<file path="config.mk">
export PLATFORM = sky130hd
export DESIGN_NAME = input_debouncer
export DESIGN_NICKNAME = d
export VERILOG_FILES = /design/src/rtl/input_debouncer.sv
export SDC_FILE = /design/constraint.sdc
export NUM_CORES = 1
export LEC_CHECK = 0
export ABC_CLOCK_PERIOD_IN_PS = 2700
export BUFFER_PORTS_ARGS = -buffer_cell sky130_fd_sc_hd__buf_2
export CAP_MARGIN = 40
export CORE_AREA = 2 2 39 41
export DETAILED_ROUTE_END_ITERATION = 12
export DIE_AREA = 0 0 41 43
export PLACE_DENSITY = 0.82
export SYNTH_ARGS = -nofsm -noshare
export SYNTH_HDL_FRONTEND = slang
export SYNTH_SLANG_ARGS = --single-unit
</file>
<file path="constraint.sdc">
create_clock -name clk -period 2.7 [get_ports clk]
set_clock_uncertainty 0.2 [all_clocks]
set_input_delay 0.27 -clock clk [delete_from_list [all_inputs] [get_ports clk]]
set_output_delay 0.27 -clock clk [all_outputs]
set_load 0.02 [all_outputs]
</file>
<file path="src/rtl/input_debouncer.sv">
// rtl/input_debouncer.sv - multi-channel 2-flop synchroniser and stability-count debouncer
//
// Purpose:
//   Turns raw asynchronous switch/pin levels into clean, clock-aligned levels.
//   Each channel has its own 2-flop synchroniser, a STABLE/COUNTING FSM and a
//   stability counter. A channel output follows its input only after the
//   synchronised input has differed from the output for DEBOUNCE_CYCLES
//   consecutive counted cycles; any return to the output level discards the
//   partial count.
//
// Parameters:
//   NUM_CH           number of independent channels (>= 1)
//   CNT_W            width of each per-channel stability counter
//   DEBOUNCE_CYCLES  counted stable cycles required, 1 .. 2**CNT_W-1
//
// Ports:
//   clk      in   1       rising-edge clock
//   rst      in   1       synchronous, active-high reset
//   din      in   NUM_CH  raw asynchronous inputs
//   dout     out  NUM_CH  debounced, synchronised levels
//   rise     out  NUM_CH  one-cycle pulse: dout bit just went 0->1 (DEBOUNCE_EDGE_EN only)
//   fall     out  NUM_CH  one-cycle pulse: dout bit just went 1->0 (DEBOUNCE_EDGE_EN only)
//   changed  out  1       one-cycle pulse coincident with any dout update
//   busy     out  1       high while any channel is COUNTING
//
// Optional feature macro: DEBOUNCE_EDGE_EN (adds rise/fall outputs).

module input_debouncer #(
  parameter int NUM_CH          = 2,
  parameter int CNT_W           = 4,
  parameter int DEBOUNCE_CYCLES = 10
) (
  input  logic              clk,
  input  logic              rst,
  input  logic [NUM_CH-1:0] din,
  output logic [NUM_CH-1:0] dout,
`ifdef DEBOUNCE_EDGE_EN
  output logic [NUM_CH-1:0] rise,
  output logic [NUM_CH-1:0] fall,
`endif
  output logic              changed,
  output logic              busy
);

  // Out-of-range debounce length can never be reached by the counter (or is
  // meaningless), so refuse to elaborate.
  generate
    if (DEBOUNCE_CYCLES < 1 || DEBOUNCE_CYCLES > (2 ** CNT_W) - 1) begin : g_bad_cfg
      $error("input_debouncer: DEBOUNCE_CYCLES out of range for CNT_W");
    end
  endgenerate

  localparam logic [CNT_W-1:0] CNT_MAX = CNT_W'(DEBOUNCE_CYCLES);
  localparam logic [CNT_W-1:0] CNT_ONE = CNT_W'(1);

  typedef enum logic {
    STABLE   = 1'b0,
    COUNTING = 1'b1
  } state_t;

  // Synchroniser chain; only sync2_q is ever looked at by the FSMs.
  logic [NUM_CH-1:0] sync1_q;
  logic [NUM_CH-1:0] sync2_q;

  state_t            state_q [NUM_CH];
  state_t            state_d [NUM_CH];
  logic [CNT_W-1:0]  cnt_q   [NUM_CH];
  logic [CNT_W-1:0]  cnt_d   [NUM_CH];

  logic [NUM_CH-1:0] dout_q;
  logic [NUM_CH-1:0] dout_d;
  logic              changed_q;
  logic              changed_d;
  logic              busy_q;
  logic              busy_d;

`ifdef DEBOUNCE_EDGE_EN
  logic [NUM_CH-1:0] rise_q;
  logic [NUM_CH-1:0] rise_d;
  logic [NUM_CH-1:0] fall_q;
  logic [NUM_CH-1:0] fall_d;
`endif

  // --------------------------------------------------------------------------
  // Next-state logic
  // --------------------------------------------------------------------------
  always_comb begin
    dout_d = dout_q;
    busy_d = 1'b0;
    for (int i = 0; i < NUM_CH; i++) begin
      state_d[i] = state_q[i];
      cnt_d[i]   = cnt_q[i];
      case (state_q[i])
        STABLE: begin
          cnt_d[i] = '0;
          if (sync2_q[i] != dout_q[i]) begin
            state_d[i] = COUNTING;
            cnt_d[i]   = CNT_ONE;
          end
        end
        COUNTING: begin
          if (sync2_q[i] == dout_q[i]) begin
            // Input bounced back: drop the partial count entirely.
            state_d[i] = STABLE;
            cnt_d[i]   = '0;
          end else if (cnt_q[i] < CNT_MAX) begin
            cnt_d[i] = cnt_q[i] + CNT_ONE;
          end else begin
            // Count saturates at CNT_MAX and commits here, so it never wraps.
            dout_d[i]  = sync2_q[i];
            state_d[i] = STABLE;
            cnt_d[i]   = '0;
          end
        end
        default: begin
          state_d[i] = STABLE;
          cnt_d[i]   = '0;
        end
      endcase
      // busy is registered from the next state so it moves with the FSM.
      if (state_d[i] == COUNTING) begin
        busy_d = 1'b1;
      end
    end
    // One pulse regardless of how many channels commit on the same edge.
    changed_d = |(dout_d ^ dout_q);
  end

`ifdef DEBOUNCE_EDGE_EN
  always_comb begin
    rise_d = dout_d & ~dout_q;
    fall_d = ~dout_d & dout_q;
  end
`endif

  // --------------------------------------------------------------------------
  // State registers
  // --------------------------------------------------------------------------
  always_ff @(posedge clk) begin
    if (rst) begin
      sync1_q   <= '0;
      sync2_q   <= '0;
      dout_q    <= '0;
      changed_q <= 1'b0;
      busy_q    <= 1'b0;
      for (int i = 0; i < NUM_CH; i++) begin
        state_q[i] <= STABLE;
        cnt_q[i]   <= '0;
      end
    end else begin
      sync1_q   <= din;
      sync2_q   <= sync1_q;
      dout_q    <= dout_d;
      changed_q <= changed_d;
      busy_q    <= busy_d;
      for (int i = 0; i < NUM_CH; i++) begin
        state_q[i] <= state_d[i];
        cnt_q[i]   <= cnt_d[i];
      end
    end
  end

`ifdef DEBOUNCE_EDGE_EN
  always_ff @(posedge clk) begin
    if (rst) begin
      rise_q <= '0;
      fall_q <= '0;
    end else begin
      rise_q <= rise_d;
      fall_q <= fall_d;
    end
  end

  assign rise = rise_q;
  assign fall = fall_q;
`endif

  assign dout    = dout_q;
  assign changed = changed_q;
  assign busy    = busy_q;

endmodule

</file>
==> results.ini <==
[critical_path]
critical_path_depth=1
worstSetupEndpointType=primary output
critical-path-top-delay-family=flip-flops
worstReg2RegStart=cnt_q[0][2]
crit_buf_inv=1
cp_data_arrival_time_ps=850
cp-startpoint=dout[0]
worstPathMaxFanout=3
cp-start-kind=flop
crit_chain=buf_2
r2r_end=cnt_q[0][0]
worst_ep_required_time_ps=2230
crit_type=reg -> out
slowest_delay_ps=390
reg2reg_depth=3
worstSetupEndpoint=dout[0]
ff2ff_setup_slack_ps=1420
crit_slowest_cell=dfxtp_1

[status]
status=finished clean

[yosys]
synthCells=65
synth-simple-area-share_pct=22.7
ys_seq_area_share_pct=51.5
synth-compound-area-share_pct=12.0
synth.top_cell.area_share_pct=51.5
synth_top_cell_by_area=dfxtp_1
yosysWarningCount=0
netlist_area_sq_um=699
synth_edf_count=0
syn_area_per_cell_sq_um=10.8
synth_most_common_cell=dfxtp_1
synthTopCellsByCount=dfxtp_1 (18), nor2_1 (8), nor2b_1 (4)
synth_nets=71
synth_top_family_by_area=simple AND/OR/NAND/NOR gates
synth_xor_area_share_pct=4.83
synth_area_leaders=dfxtp_1 (52%), mux2i_1 (4.3%), nor2_1 (4.3%), ha_1 (3.6%), nor2b_1 (3.6%)
synthMuxAreaShare_pct=4.29
synth-main-ff-cell=dfxtp_1
yosysUniqueCellTypes=25
async_reset_ff_share_pct=0
synth_seq_cells=18
synth_adder_area_share_pct=3.58

[pwr]
combPwrFrac_pct=3.7
power.switching_uw=84.4
vdd_drop_max_uv=433
seqPwrFrac_pct=61.3
power_frac_clock_pct=35.0
power.density_mw_per_mm2=553
swShare_pct=18.9
p_int_uw=362
leakagePower_uw=0.000353

[clock_network]
clockBufferDepth=2
cts.repair.resized=0
hold_buffers=2
cts.clk_slew.worst_paths_ps=100
cts.sinks=18
cts_setup_buffers=0
cts_made_buffers=3
cts_max_level=1
clock_latency_ps=280
cts_root_buf=clkbuf_4
cts_tree=built

[global_route]
grtUsageTotal_pct=15.5
grt_max_degree=14
use_met1_pct=16.9
grt-ovfl-total=0
grt_pass1_wl_microns=1810
grt_antenna_before_repair=0
gr-usage-met3_pct=4.71
grt-busiest-layer=met2
use_met2_pct=25.3
grt_pass1_vias=457

[sta]
rsz0062_at_grt=false
setup_viol=0
fin_crit_sh_pct=49.1
finalSetupTns_ps=0
hold-worst-slack_ps=95.0
tightest_slew_ps=308
fmax_ghz=0.755
hold_violations=0
slew_violations=0
fin_crit_ps=1320
slew_headroom_pct=79.4

[layout]
syn_to_final_growth_pct=15.4
layout-drive-gt1-share_pct=24.7
diodes=0
num-nets-final=84
fill_cells=124

[drt]
via_count=482
viasPerCell=5.18
postRouteAntennaNets=0
drc_errors=0
drt_pre_antenna_iters=5
first_iter_violations=7
post_drt_wl_per_cell_microns=11.3
routed_wl_microns=1050

[place]
dpl.hpwl_microns=774
gp_congestion=0.701
portBuffers=7

[floorplanning]
ioPinCount=8
dieArea_sq_mm=0.00176
die_y_microns=43
fp-row-count=14
core_sq_mm=0.00138
die_w_microns=41
start_util_pct=50.5

[worst_hold_path]
hp-start=rst
hold_path_class=in -> reg

[run]
drv_cap=0

## power by group through the flow
stage / clock (uW) / sequential (uW) / combinational (uW)
after floorplan: 0 / 280 / 9.25
after global placement: 0 / 279 / 14.0
after detailed placement: 0 / 279 / 14.2
after CTS: 165 / 273 / 16.4
after global routing: 172 / 274 / 18.9
final: 156 / 273 / 16.5
## layout make-up
type	instances	area (sq um)	share of cell area, %
flip-flops and latches	18	360	44.7
clock buffers	4	36.3	4.50
inverters	1	3.75	0.465
multi-input cells	45	332	41.1
repair buffers	9	55.1	6.82
well taps	16	20.0	2.48
## state kept, by name, indices dropped and copies added, names as in the netlist
name	count
cnt_q	8
sync1_q	2
sync2_q	2
dout	2
changed	1
busy	1
state_q	2
## per-layer routing
metal / part of all wire, % / wire, microns / vias to the layer above
met4: 0 / 0 / 0
met1: 44 / 467 / 215
met3: 4.0 / 42 / 0
met5: 0 / 0 / -
met2: 52 / 541 / 13
li1: - / - / 254
## kinds of logic (layout without fill, tap and decap cells)
| group | count (synthesis) | count (layout) |
|---|---|---|
| simple gates | 25 | 25 |
| xor+xnor | 3 | 3 |
| buf+inv | 2 | 14 |
| fa+ha+maj | 2 | 2 |
| flops | 18 | 18 |
| mux | 3 | 3 |
| compound gates | 12 | 12 |
## per-stage QoR
stage / instance area [sq um] / total power (uW) / utilization [%] / setup slack (ps) / instances
after global routing: 807 / 465 / 58.3 / 1320 / 93
after global placement: 751 / 293 / 54.2 / 1490 / 87
final: 807 / 446 / 58.3 / 1380 / 93
after detailed placement: 751 / 294 / 54.2 / 1430 / 87
after floorplan: 699 / 289 / - / 1470 / 65
after CTS: 807 / 455 / 58.3 / 1350 / 93
## worst min path at each step
stage | endpoint | slack, ps | cells past startpoint
after global routing | dout[0] | 100 | 2
final | dout[1] | 90 | 2
after CTS | sync1_q[1] | 80 | 2
after floorplan | sync1_q[0] | 200 | 1
after detailed placement | sync2_q[0] | 230 | 1
after global placement | sync2_q[0] | 230 | 1
## placed cells by master, fill, tap and decap left out
| cell type | n |
|---|---|
| a22oi_1 | 1 |
| o21ai_0 | 3 |
| ha_1 | 2 |
| and3b_2 | 2 |
| xor2_2 | 1 |
| nand2_1 | 3 |
| nor3b_2 | 1 |
| nor2_1 | 8 |
| xor2_1 | 1 |
| nand3b_1 | 2 |
| dfxtp_1 | 18 |
| o21a_1 | 1 |
| mux2i_1 | 3 |
| o211ai_2 | 2 |
| a21boi_0 | 1 |
| nor3_2 | 1 |
| o22ai_1 | 1 |
| clkbuf_4 | 3 |
| nand3b_2 | 1 |
| nor2b_1 | 4 |
| nand4b_1 | 2 |
| nand2b_1 | 1 |
| a21oi_1 | 3 |
| dlygate4sd3_1 | 2 |
| inv_1 | 1 |
| buf_2 | 7 |
| xnor2_1 | 1 |
| clkbuf_8 | 1 |
(Power assumes the default switching activity.)
